$ cat config.mk
export PLATFORM = sky130hd
export DESIGN_NAME = pe
export DESIGN_NICKNAME = d
export VERILOG_FILES = /design/src/rtl/pe_pkg.sv /design/src/rtl/pe_fwd_stage.sv /design/src/rtl/pe.sv
export SDC_FILE = /design/constraint.sdc
export NUM_CORES = 2
export LEC_CHECK = 0
export ABC_CLOCK_PERIOD_IN_PS = 10600
export CORE_AREA = 4 4 252 254
export DETAILED_ROUTE_END_ITERATION = 10
export DIE_AREA = 0 0 256 258
export DONT_BUFFER_PORTS = 1
export GPL_TIMING_DRIVEN = 1
export PLACE_DENSITY = 0.56
export SLEW_MARGIN = 30
export SYNTH_ARGS = -nofsm -noshare
export SYNTH_HDL_FRONTEND = slang
export SYNTH_SLANG_ARGS = --single-unit
$ cat constraint.sdc
create_clock -name clk -period 10.6 [get_ports clk]
set_clock_uncertainty 0.2 [all_clocks]
set_input_delay 0.53 -clock clk [delete_from_list [all_inputs] [get_ports clk]]
set_output_delay 0.53 -clock clk [all_outputs]
set_load 0.01 [all_outputs]
$ cat src/rtl/pe_pkg.sv
// Shared types and constants for the systolic matrix-multiply processing element.
package pe_pkg;

   localparam int DATA_W = 32;

   typedef enum logic {
      LOAD    = 1'b0,
      COMPUTE = 1'b1
   } phase_e;

   // One beat travelling down the chain: both data words plus their valid flags.
   typedef struct packed {
      logic [DATA_W-1:0] a;
      logic [DATA_W-1:0] b;
      logic              stb;
      logic              b_valid;
   } beat_t;

   function automatic int pe_n(input int log_size);
      return 1 << log_size;
   endfunction

endpackage

$ cat src/rtl/pe_fwd_stage.sv
// Single backpressured register stage that forwards a beat to the next PE.
module pe_fwd_stage
   import pe_pkg::*;
(
   input  logic  clk,
   input  logic  rst,
   input  beat_t i_beat,
   input  logic  i_next_ack,
   output beat_t o_beat,
   output logic  o_ack,
   output logic  o_accept
);

   beat_t r_beat;
   logic  w_full;

   assign w_full   = r_beat.stb | r_beat.b_valid;
   assign o_ack    = !w_full | i_next_ack;
   assign o_accept = (i_beat.stb | i_beat.b_valid) & o_ack;
   assign o_beat   = r_beat;

   // Data words are left stale on drain; only the flags mark the stage empty.
   always_ff @(posedge clk or negedge rst) begin
      if (!rst) begin
         r_beat <= '0;
      end else if (o_accept) begin
         r_beat <= i_beat;
      end else if (i_next_ack & w_full) begin
         r_beat.stb     <= 1'b0;
         r_beat.b_valid <= 1'b0;
      end
   end

endmodule

$ cat src/rtl/pe.sv
// Systolic PE: loads column index-1 of B, then multiply-accumulates rows of A.
// Optional result memory enabled by defining PE_RESULT_MEM_EN.
module pe
   import pe_pkg::*;
#(
   parameter int log_size = 2,
   parameter int index    = 1
) (
   input  logic              clk,
   input  logic              rst,
   input  logic [DATA_W-1:0] a,
   input  logic [DATA_W-1:0] b,
   input  logic              stb,
   input  logic              input_b_valid,
   output logic              input_ack,
   input  logic              next_PE_ack,
   output logic [DATA_W-1:0] output_a,
   output logic [DATA_W-1:0] output_b,
   output logic              output_stb,
   output logic              output_b_valid,
`ifdef PE_RESULT_MEM_EN
   input  logic [log_size-1:0] addr,
   input  logic                mem_select,
`endif
   output logic [DATA_W-1:0] c
);

   localparam int                N    = pe_n(log_size);
   localparam logic [log_size-1:0] COL  = log_size'(index - 1);
   localparam logic [log_size-1:0] LAST = '1;

   beat_t  w_in_beat;
   beat_t  w_out_beat;
   logic   w_accept;

   assign w_in_beat = '{a: a, b: b, stb: stb, b_valid: input_b_valid};

   pe_fwd_stage u_fwd (
      .clk        (clk),
      .rst        (rst),
      .i_beat     (w_in_beat),
      .i_next_ack (next_PE_ack),
      .o_beat     (w_out_beat),
      .o_ack      (input_ack),
      .o_accept   (w_accept)
   );

   assign output_a       = w_out_beat.a;
   assign output_b       = w_out_beat.b;
   assign output_stb     = w_out_beat.stb;
   assign output_b_valid = w_out_beat.b_valid;

   phase_e                  r_phase;
   logic [2*log_size-1:0]   r_cnt;
   logic [DATA_W-1:0]       r_bmem [N];
   logic [DATA_W-1:0]       r_acc;
   logic [DATA_W-1:0]       r_c;

   logic [log_size-1:0]     w_m;
   logic [log_size-1:0]     w_j;
   logic [DATA_W-1:0]       w_prod;
   logic [DATA_W-1:0]       w_sum;
   logic                    w_load_beat;
   logic                    w_mac_beat;
   logic                    w_row_done;

   // Row m and column j packed into one counter so j wraps straight into m.
   assign w_m         = r_cnt[2*log_size-1:log_size];
   assign w_j         = r_cnt[log_size-1:0];
   assign w_prod      = a * r_bmem[w_j];
   assign w_sum       = r_acc + w_prod;
   assign w_load_beat = (r_phase == LOAD) & w_accept & input_b_valid;
   assign w_mac_beat  = (r_phase == COMPUTE) & w_accept & stb;
   assign w_row_done  = w_mac_beat & (w_j == LAST);

   always_ff @(posedge clk or negedge rst) begin
      if (!rst) begin
         r_phase <= LOAD;
         r_cnt   <= '0;
         r_acc   <= '0;
         r_c     <= '0;
         for (int i = 0; i < N; i++) r_bmem[i] <= '0;
      end else begin
         case (r_phase)
            LOAD: begin
               if (w_load_beat) begin
                  if (w_j == COL) r_bmem[w_m] <= b;
                  r_cnt <= r_cnt + 1'b1;
                  if (&r_cnt) r_phase <= COMPUTE;
               end
            end
            COMPUTE: begin
               if (w_mac_beat) begin
                  if (w_j == LAST) begin
                     r_c   <= w_sum;
                     r_acc <= '0;
                  end else begin
                     r_acc <= w_sum;
                  end
                  r_cnt <= r_cnt + 1'b1;
                  if (&r_cnt) r_phase <= LOAD;
               end
            end
            default: r_phase <= LOAD;
         endcase
      end
   end

`ifdef PE_RESULT_MEM_EN
   logic [DATA_W-1:0] r_cmem [N];

   always_ff @(posedge clk or negedge rst) begin
      if (!rst) begin
         for (int i = 0; i < N; i++) r_cmem[i] <= '0;
      end else if (w_row_done) begin
         r_cmem[w_m] <= w_sum;
      end
   end

   assign c = mem_select ? r_cmem[addr] : r_c;
`else
   assign c = r_c;
`endif

endmodule

==> flow_summary.json <==
{
  "fp-row-count": 91,
  "hold_viol": 0,
  "cts_tree": "yes",
  "nNetsFinal": 3164,
  "htreeDepth": 1,
  "synthTopCellsByArea": "fa_1, dfrtp_1, mux2_2, inv_1, ha_1",
  "grt_pass1_vias": 19900,
  "synth_top_cell_by_area": "fa_1",
  "period_minus_slack_ns": 8.94,
  "rsz0062_at_grt": "false",
  "grt_pass1_wl_um": 116000,
  "die_area_mm2": 0.0660,
  "status": "completed",
  "min_path_type": "input pin to flop",
  "fp.dieW_um": 256,
  "syn_avg_cell_area_um2": 10.8,
  "grt_max_degree": 264,
  "synthCells": 2537,
  "first_pass_iters": 5,
  "layout-drive-gt1-share_pct": 13.2,
  "cp_common_cell": "fa_1",
  "clk_latency_ns": 0.60,
  "tightest_slew_ns": 0.875,
  "ys_warn_count": 0,
  "critPathArrivalTime_ns": 9.20,
  "drv_cap": 0,
  "clock_path_buffers": 3,
  "wire_per_inst_um": 21.4,
  "cts.sinks": 263,
  "io_pins": 168,
  "cp_max_fo": 25,
  "cp_slowest_stage_delay_ns": 0.88,
  "cts-resized-gates": 0,
  "crit_type": "flop to flop",
  "cts_buffers": 29,
  "yosysSeqAreaShare_pct": 24.0,
  "cts.clk_slew.worst_paths_ns": 0.06,
  "timing.setup.tns_ns": 0,
  "vias": 17600,
  "place_hpwl_um": 51600,
  "synth_edf_count": 0,
  "cts_root_buf": "clkbuf_16",
  "synth_cell_type_count": 52,
  "drt_wl_total_um": 71500,
  "synth_fp_nets": 3170,
  "final-setup-viol-count": 0,
  "core-area_mm2": 0.0613,
  "slew-limit-headroom_pct": 41.7,
  "slowest_stage": "dfrtp_2",
  "drt-initial-drc-count": 854,
  "routabilityCongestion": 0.850,
  "async_reset_ff_share_pct": 100,
  "required_ns": 10.86,
  "die_y_um": 258,
  "yosys-top-cells-count": "inv_1, fa_1, dfrtp_1, and2_1, mux2_2",
  "grt-ovfl-total": 0,
  "start_kind": "flop",
  "synth.top_cell.area_share_pct": 31.9,
  "synthToLayoutAreaGrowth_pct": 9.12,
  "clock.fmax_mhz": 112,
  "routed_via_density": 5.25,
  "crit_start": "r_cnt[0]",
  "ant_nets": 0,
  "cts_setup_buffers": 0,
  "period_share_pct": 84.4,
  "yosys_most_used_dff": "dfrtp_1",
  "ctsHoldBuffers": 72,
  "crit_chain": "buf_4, mux4_2, and2_1, fa_1, inv_1, fa_1, fa_1, fa_1, fa_1, inv_1, fa_1, fa_1, inv_1, fa_1, inv_1, ha_1, nand3_1, nor2_1, nand3_1, a311o_1, o21ai_1, a31oi_1, xnor2_1, o21ai_1",
  "antenna_found_initial": 4,
  "r2r-start": "r_cnt[0]",
  "port_buffers": 0,
  "end_kind": "flop",
  "ys_ff_latch": 263,
  "start_util_pct": 44.8,
  "slew_viol_final": 0,
  "drc_errors": 0,
  "yosysMostFrequentCell": "inv_1",
  "track_usage_pct": 22.3,
  "hp-start": "stb",
  "syn_area_mm2": 0.0275
}
[path summary, 6_finish.rpt]
kind	end	slack, ns	cells past startpoint
min in group asynchronous	c[19]	0.22	2
max in group asynchronous	u_fwd.o_beat[48]	8.48	4
min	u_fwd.o_beat[12]	0.13	2
max	c[31]	1.66	24
max reg2reg	c[31]	1.66	24
min reg2reg	r_acc[2]	0.29	2
[critical path: cells and delay by family (launching register included)]
family,cells,cell delay [ns]
fa+ha+maj,9,4.34
mux,1,0.84
buf+inv,5,0.65
flops,1,0.88
simple gates,4,0.75
xor+xnor,1,0.24
compound gates,4,0.91
[logic make-up after synthesis]
group           count (synthesis)  synth area share, %
buf+inv                       624                 8.71
flops                         263                 24.0
compound gates                126                 3.19
simple gates                  612                 11.9
xor+xnor                       93                 3.02
fa+ha+maj                     564                 37.7
mux                           255                 11.5
[final cells by class]
cell class              instances  area [um^2]
repair buffers                 91          921
multi-input cells            1650        18500
clock buffers                  35          778
inverters                     496         1860
diodes                          2         5.00
clock inverters                18          288
well taps                     790          988
flip-flops and latches        263         6580
fillers                      5596        31300
[stage by stage]
step	util, %	hold slack [ns]	instances	setup slack, ns	cell area (um^2)
final	48.9	0.129	3345	1.66	30000
after global routing	48.9	0.115	3345	1.21	30000
after CTS	48.8	0.106	3341	1.60	29900
after detailed placement	45.9	0.0575	3216	1.61	28100
after global placement	45.9	0.0563	3216	1.68	28100
after floorplan	-	0.0344	2537	2.48	27500
[registers in the layout (all words and copies together) (netlist names)]
name,count
r_bmem,128
u_fwd.o_beat,66
r_acc,32
r_cnt,4
r_phase,1
c,32
[metal layers]
| metal | track usage, % | wire (um) | part of all wire, % | up-vias |
|---|---|---|---|---|
| met5 | 0 | 0 | 0 | - |
| met4 | 4.91 | 1660 | 2.3 | 0 |
| met3 | 3.06 | 3350 | 4.7 | 89 |
| met2 | 38.5 | 35800 | 50 | 383 |
| met1 | 30.3 | 30700 | 43 | 9400 |
| li1 | - | - | - | 7701 |
[cell usage in the layout, fill, tap and decap left out, types with 71 or more instances in the layout]
cell / instances
xnor2_1: 73
dfrtp_1: 261
nor2b_1: 92
dlygate4sd3_1: 71
fa_1: 438
ha_1: 126
inv_1: 496
nand2_1: 206
mux2_2: 222
and2_1: 251
Power is not shown: default switching activity piles up to over one toggle a cycle in this logic, so the estimate is an artifact.
